$ cat src/rtl/regfile_scoreboard.sv
// 2-read/1-write register file with pending-write scoreboard and a sequential clear sweep.
// Optional write-through bypass on the read ports is enabled by defining REGFILE_BYPASS_EN.
module regfile_scoreboard #(
    parameter int DATA_W   = 32,
    parameter int ADDR_W   = 5,
    parameter bit ZERO_REG = 1'b1
) (
    input  logic              clk,
    input  logic              rst_n,
    input  logic [ADDR_W-1:0] rd_addr_a,
    input  logic [ADDR_W-1:0] rd_addr_b,
    output logic [DATA_W-1:0] rd_data_a,
    output logic [DATA_W-1:0] rd_data_b,
    output logic              busy_a,
    output logic              busy_b,
    input  logic              wr_en,
    input  logic [ADDR_W-1:0] wr_addr,
    input  logic [DATA_W-1:0] wr_data,
    input  logic              rsv_en,
    input  logic [ADDR_W-1:0] rsv_addr,
    input  logic              clear_req,
    output logic              clear_busy
);
    localparam int DEPTH = 2**ADDR_W;

    typedef enum logic {IDLE, SWEEP} state_e;

    state_e            state_q;
    logic [ADDR_W-1:0] ptr_q;
    logic              clear_busy_q;
    logic [DATA_W-1:0] mem_q [DEPTH];
    logic [DATA_W-1:0] mem_d [DEPTH];
    logic [DEPTH-1:0]  pending_q, pending_d;
    logic              idle, wr_ok, rsv_ok;

    logic [1:0][ADDR_W-1:0] rd_addr;
    logic [1:0][DATA_W-1:0] rd_data;
    logic [1:0]             busy;

    function automatic logic is_zero(input logic [ADDR_W-1:0] a);
        return ZERO_REG && (a == '0);
    endfunction

    assign idle   = (state_q == IDLE);
    // rst_n gating keeps a bypassed write from leaking onto rd_data during reset
    assign wr_ok  = wr_en && idle && rst_n && !is_zero(wr_addr);
    assign rsv_ok = rsv_en && idle && !is_zero(rsv_addr);

    always_ff @(posedge clk or negedge rst_n) begin
        if (!rst_n) begin
            state_q      <= IDLE;
            ptr_q        <= '0;
            clear_busy_q <= 1'b0;
        end else begin
            case (state_q)
                IDLE: if (clear_req) begin
                    state_q      <= SWEEP;
                    ptr_q        <= '0;
                    clear_busy_q <= 1'b1;
                end
                SWEEP: begin
                    ptr_q <= ptr_q + ADDR_W'(1);
                    if (&ptr_q) begin
                        state_q      <= IDLE;
                        clear_busy_q <= 1'b0;
                    end
                end
                default: state_q <= IDLE;
            endcase
        end
    end

    // Reservation is applied after the write so a same-cycle younger reservation wins.
    always_comb begin
        mem_d     = mem_q;
        pending_d = pending_q;
        if (!idle) begin
            mem_d[ptr_q] = '0;
        end else begin
            if (wr_ok) begin
                mem_d[wr_addr]     = wr_data;
                pending_d[wr_addr] = 1'b0;
            end
            if (rsv_ok) pending_d[rsv_addr] = 1'b1;
            if (clear_req) pending_d = '0;
        end
    end

    always_ff @(posedge clk or negedge rst_n) begin
        if (!rst_n) begin
            for (int i = 0; i < DEPTH; i++) mem_q[i] <= '0;
            pending_q <= '0;
        end else begin
            for (int i = 0; i < DEPTH; i++) mem_q[i] <= mem_d[i];
            pending_q <= pending_d;
        end
    end

    assign rd_addr[0] = rd_addr_a;
    assign rd_addr[1] = rd_addr_b;

    always_comb begin
        for (int p = 0; p < 2; p++) begin
            rd_data[p] = mem_q[rd_addr[p]];
            busy[p]    = pending_q[rd_addr[p]] | !idle;
`ifdef REGFILE_BYPASS_EN
            if (wr_ok && (wr_addr == rd_addr[p])) begin
                rd_data[p] = wr_data;
                busy[p]    = 1'b0;
            end
`endif
            if (is_zero(rd_addr[p])) begin
                rd_data[p] = '0;
                busy[p]    = 1'b0;
            end
        end
    end

    assign rd_data_a  = rd_data[0];
    assign rd_data_b  = rd_data[1];
    assign busy_a     = busy[0];
    assign busy_b     = busy[1];
    assign clear_busy = clear_busy_q;

endmodule

$ cat config.mk
export PLATFORM = sky130hd
export DESIGN_NAME = regfile_scoreboard
export DESIGN_NICKNAME = d
export VERILOG_FILES = /design/src/rtl/regfile_scoreboard.sv
export SDC_FILE = /design/constraint.sdc
export NUM_CORES = 2
export LEC_CHECK = 0
export ABC_AREA = 1
export CAP_MARGIN = 40
export CORE_MARGIN = 4
export CORE_UTILIZATION = 30
export CTS_BUF_LIST = sky130_fd_sc_hd__clkbuf_8 sky130_fd_sc_hd__clkbuf_16
export CTS_CLUSTER_SIZE = 40
export DETAILED_ROUTE_END_ITERATION = 8
export DONT_BUFFER_PORTS = 1
export HOLD_SLACK_MARGIN = 0.15
export PLACE_DENSITY = 0.45
export SLEW_MARGIN = 30
export SYNTH_ARGS = -nofsm -noshare
export SYNTH_HDL_FRONTEND = slang
export SYNTH_SLANG_ARGS = --single-unit
$ cat constraint.sdc
create_clock -name clk -period 2.1 [get_ports clk]
set_input_delay 0.315 -clock clk [delete_from_list [all_inputs] [get_ports clk]]
set_output_delay 0.315 -clock clk [all_outputs]
set_load 0.01 [all_outputs]
**Word-level counts from Yosys, hierarchy flattened**

Cells that the tools add are included.

- Flip-flop bits (word level): 1063
- Input bits: 57
- Output and inout bits: 67
- Word-level logic and storage cells: 118

- Add/sub/neg operators: 1
- Magnitude comparators: 12
- Equality and inequality tests: 2
- Muxes and demuxes: 37
- Bitwise operators: 12
- Reduce and logical (&&, ||, !) cells: 18

Operators by type and width:

| kind | count |
|---|---|
| $mux W1024 | 2 |
| $and A1024 B1024 Y1024 | 1 |
| $bwmux W1024 | 1 |
| $not A1024 Y1024 | 1 |
| $mux W32 | 12 |
| $bmux W32 S5 | 2 |
| $demux W32 S5 | 2 |
| $and A32 B32 Y32 | 1 |
| $not A32 Y32 | 1 |
| $or A32 B32 Y32 | 1 |
| $ge A6 B6 Y1 const B | 4 |
| $lt A5 B6 Y1 const B | 4 |
| $not A5 Y6 | 4 |
| $logic_not A5 Y1 | 4 |
| $lt A6 B1 Y1 const B | 2 |
| $bmux W1 S5 | 2 |
| $demux W1 S5 | 2 |
| $ge A5 B1 Y1 const B | 2 |
| $mux W1 | 10 |
| $pmux W5 S2 | 1 |
| $logic_and A1 B1 Y1 | 9 |
| $add A5 B1 Y5 const B | 1 |
| $mux W5 | 1 |
| $reduce_and A5 Y1 | 1 |
| 8 further kinds | 11 |

**Longest topological paths before layout**

- Word-level depth: 11
- Gate-level depth with buffers: 14
- Mapped depth without buffers: 10

**Least setup slack after synthesis**

OpenSTA, ideal clock, no wires.

- Kind: in2out
- Start point: input rd_addr_a[0]
- End point: output rd_data_a[13]
- Arrival time: 1.592 ns
- Required time: 1.785 ns
- Path slack: 0.193 ns
- Stages: 12
- Buffers on the path: 5
- Cells stage by stage: buf_6 buf_6 buf_6 buf_6 buf_6 a21oi_1 o21ai_0 nand3_1 nand2_1 o21ai_1 nor2_1 nor2_1

- Longest elaborated chain between the ends: 5
- Elaborated cells between the ends (all ways): 6
- Classes of those cells: 4 x mux; 1 x bitwise; 1 x reduce/logical

Ends and longest elaborated chain:

| item | RTL line | RTL |
|---|---|---|
| from (decl) | 10 | `input logic [ADDR_W-1:0] rd_addr_a,` |
| $not A5 Y6 (implied by the code) | 104 | `rd_data[p] = mem_q[rd_addr[p]];` |
| $bmux W32 S5 | 104 |  |
| $mux W32 (implied by the code) (2 in a row) | 104 |  |
| $mux W32 (*) | 112 | `if (is_zero(rd_addr[p])) begin` |
| to (decl) | 12 | `output logic [DATA_W-1:0] rd_data_a,` |

Every way passes the cells marked *; elsewhere a longest branch is shown, timed or not. The select of a mux whose other input is x is not followed.

**Worst setup path after layout**

- Start point: input rd_addr_a[0]
- End point: output rd_data_a[2]

The elaborated chain is that of the path after synthesis.

==> results.py <==
metrics = {
    "floorplan": {
        "dieArea_um2": 203000,
        "std_cell_rows": 162,
        "die_w_um": 451,
        "io_pins": 124,
        "die_h_um": 451,
        "core_um2": 195000,
        "start_util": 0.302,
    },
    "finish": {
        "seqCellArea_um2": 26600,
        "fin_util": 0.372,
        "stdcell_count": 10500,
        "syn_to_final_growth_pct": 23.4,
        "final_nets": 7802,
        "drive_gt1_frac": 0.172,
        "final_area_um2": 72600,
        "fillers": 20300,
        "multi_input_area_um2": 28300,
    },
    "synthesis": {
        "yosysSeqAreaShare": 0.452,
        "ys_ff_latch": 1063,
        "netlist_area_um2": 58900,
        "synthArstFlopShare": 1.00,
        "synth_ff_type": "dfrtp_1",
        "yosys_warnings": 0,
        "syn_inst": 7772,
        "synth-edff-count": 0,
        "synthDistinctLibCells": 30,
        "syn_avg_cell_area_um2": 7.57,
        "syn-num-nets": 7834,
    },
    "sta": {
        "setup_viol": 66,
        "holdWs_ps": 216,
        "rsz0062_at_grt": "true",
        "slew_headroom": -0.506,
        "fmax_mhz": 290,
        "final_hold_viol_count": 0,
        "fin_crit_ps": 3450,
        "post-route-period-util": 1.64,
        "drv_slew": 254,
        "setup_ws_ps": -1350,
        "max_slew.worst_pin.slew_ps": 2260,
        "fin_worst_skew_ps": 26.5,
    },
    "global_route": {
        "grt_pass1_vias": 57500,
        "grt_remaining_overflow": 0,
        "antenna_found_initial": 6,
        "grt_use_total": 0.276,
        "grt_pass1_wl_um": 418000,
        "grt_max_degree": 911,
    },
    "cts": {
        "cts_htree_levels": 4,
        "tritoncts": "built",
        "cts_max_path_buffers": 3,
        "cts_root_buf": "clkbuf_16",
        "numClockSinks": 1063,
        "cts_buffers": 133,
        "clkLatencyLatePin_ps": 800,
        "clk_pin_slew_ps": 60,
    },
    "power": {
        "leakage_nw": 31.4,
        "cellPowerDensity_nw_per_um2": 789,
        "vdd_drop_max_uv": 641,
    },
    "routing": {
        "dr.pass1.iters": 5,
        "via_per_inst": 5.86,
        "drc_errors": 0,
        "vias": 61300,
        "first_iter_violations": 7401,
        "wl_per_cell_um": 28.7,
        "drt_wl_total_um": 300000,
        "antenna_left": 0,
    },
    "run_status": {
        "status": "finished, violations left",
        "violations": "slew limit, setup timing",
    },
    "place": {
        "dp.cells": 10100,
        "dp_hpwl_um": 163000,
        "pre_cts_ws_ps": -873,
        "portBuffers": 0,
        "routabilityCongestion": 0.868,
        "place_area_um2": 64000,
    },
    "worst_setup_path": {
        "critPathRequiredTime_ps": 1780,
        "r2r_slack_ps": 120,
        "start_kind": "input pin",
        "crit_fanout": 908,
        "critical_path_arrival_ps": 3130,
        "end_kind": "output pin",
        "crit_type": "input pin to output pin",
    },
    "hold_path": {
        "worstHoldPathType": "input pin to flip-flop",
    },
    "job": {
        "max-cap-violations": 0,
    },
}
## stage by stage
stage               TNS (ps)  power [mW]
CTS                   -32250        56.4
floorplan                  0        28.3
detailed placement    -28490        33.0
global placement      -29130        32.9
global route          -37890        59.3
finish                -57420        57.3
## layout by cell type (no fill, tap or decap), drive strengths merged, types with 30 or more instances in the layout
master	netlist	final
buf	410	568
dfrtp	1063	1063
o211ai	57	57
nand3	994	994
nor2	277	277
o21ai	1531	1531
nor3	30	30
a21oi	1024	1024
clkbuf	397	187
nand2	704	704
dlygate4sd3	0	47
o22ai	573	573
inv	685	727
## per-layer routing
metal | global-route usage | vias up | routed length, µm
met5 | 0 | - | 13
met4 | 0.151 | 2 | 19000
met3 | 0.0351 | 727 | 22500
met2 | 0.441 | 3185 | 136000
met1 | 0.362 | 30400 | 122000
li1 | - | 27000 | -
## worst max-delay path: stages
cell and delay [ps]:
o21ai_0 770, nand3_1 130, nand2_1 100, nand2_2 80, nand3_4 140, nand2_8 80, nor2_4 170, buf_6 160
buf_6 110
## repair_timing
item                                    4_1_cts  5_1_grt
endpoints found under the setup margin       66      182
cloned                                        2       25
endpoints found under the hold margin      1668        0
setup buffers                                32       53
pin swaps                                   213      244
resized for setup                           559      472
hold buffers                                 50        0
## synth_stat cells, types with 34 or more instances
cell	n	area share
nand2_1	703	0.045
inv_1	669	0.043
a21oi_1	1024	0.087
buf_4	38	0.0048
nor2_1	275	0.018
buf_1	109	0.0069
o21ai_1	75	0.0064
o21ai_0	1443	0.12
buf_6	34	0.0065
buf_2	229	0.019
dfrtp_1	1063	0.45
o211ai_1	57	0.0073
o22ai_1	573	0.061
nand3_1	987	0.084
clkbuf_1	392	0.025
## cell type report
class / instances / area share
multi-input combinational: 5215 / 0.390
clock inverter: 59 / 0.00467
antenna: 4 / 0.000138
inverter: 687 / 0.0366
timing repair buffer: 640 / 0.104
clock buffer: 167 / 0.0534
tap: 2624 / 0.0452
sequential: 1063 / 0.366
## power breakdown
part | internal, mW | leakage (nW) | total, mW | switching, mW
Sequential | 21.6 | 14.8 | 22.2 | 0.625
Combinational | 4.13 | 14.3 | 12.4 | 8.25
Clock | 13.1 | 2.23 | 22.7 | 9.67
## final timing paths
check,start,end,depth (start not counted)
setup / recovery,rd_addr_a[0],rd_data_a[2],9
hold / removal,rsv_addr[1],pending_q[9]$_DFFE_PN0N_,5
setup reg to reg,state_q$_DFF_PN0_,mem_q[676]$_DFFE_PN0P_,7
hold reg to reg,mem_q[1006]$_DFFE_PN0P_,mem_q[1006]$_DFFE_PN0P_,2
max in group asynchronous,rst_n,mem_q[219]$_DFFE_PN0P_,5
min in group asynchronous,rst_n,mem_q[685]$_DFFE_PN0P_,3
## registers in the layout, indices dropped and copies added, names as in the netlist
signal / count
mem_q: 1024
pending_q: 32
ptr_q: 5
clear_busy: 1
state_q: 1
## logic make-up (layout without fill, tap and decap cells)
group | Yosys count | count (layout) | synth area share
AOI/OAI and AO/OA | 3203 | 3203 | 0.288
DFF | 1063 | 1063 | 0.452
other | 0 | 4 | 0
buffers and inverters | 1494 | 1553 | 0.107
adders and majority gates | 5 | 5 | 0.00106
and+or+nand+nor | 2007 | 2007 | 0.152
Power figures use the tool's default switching activity.
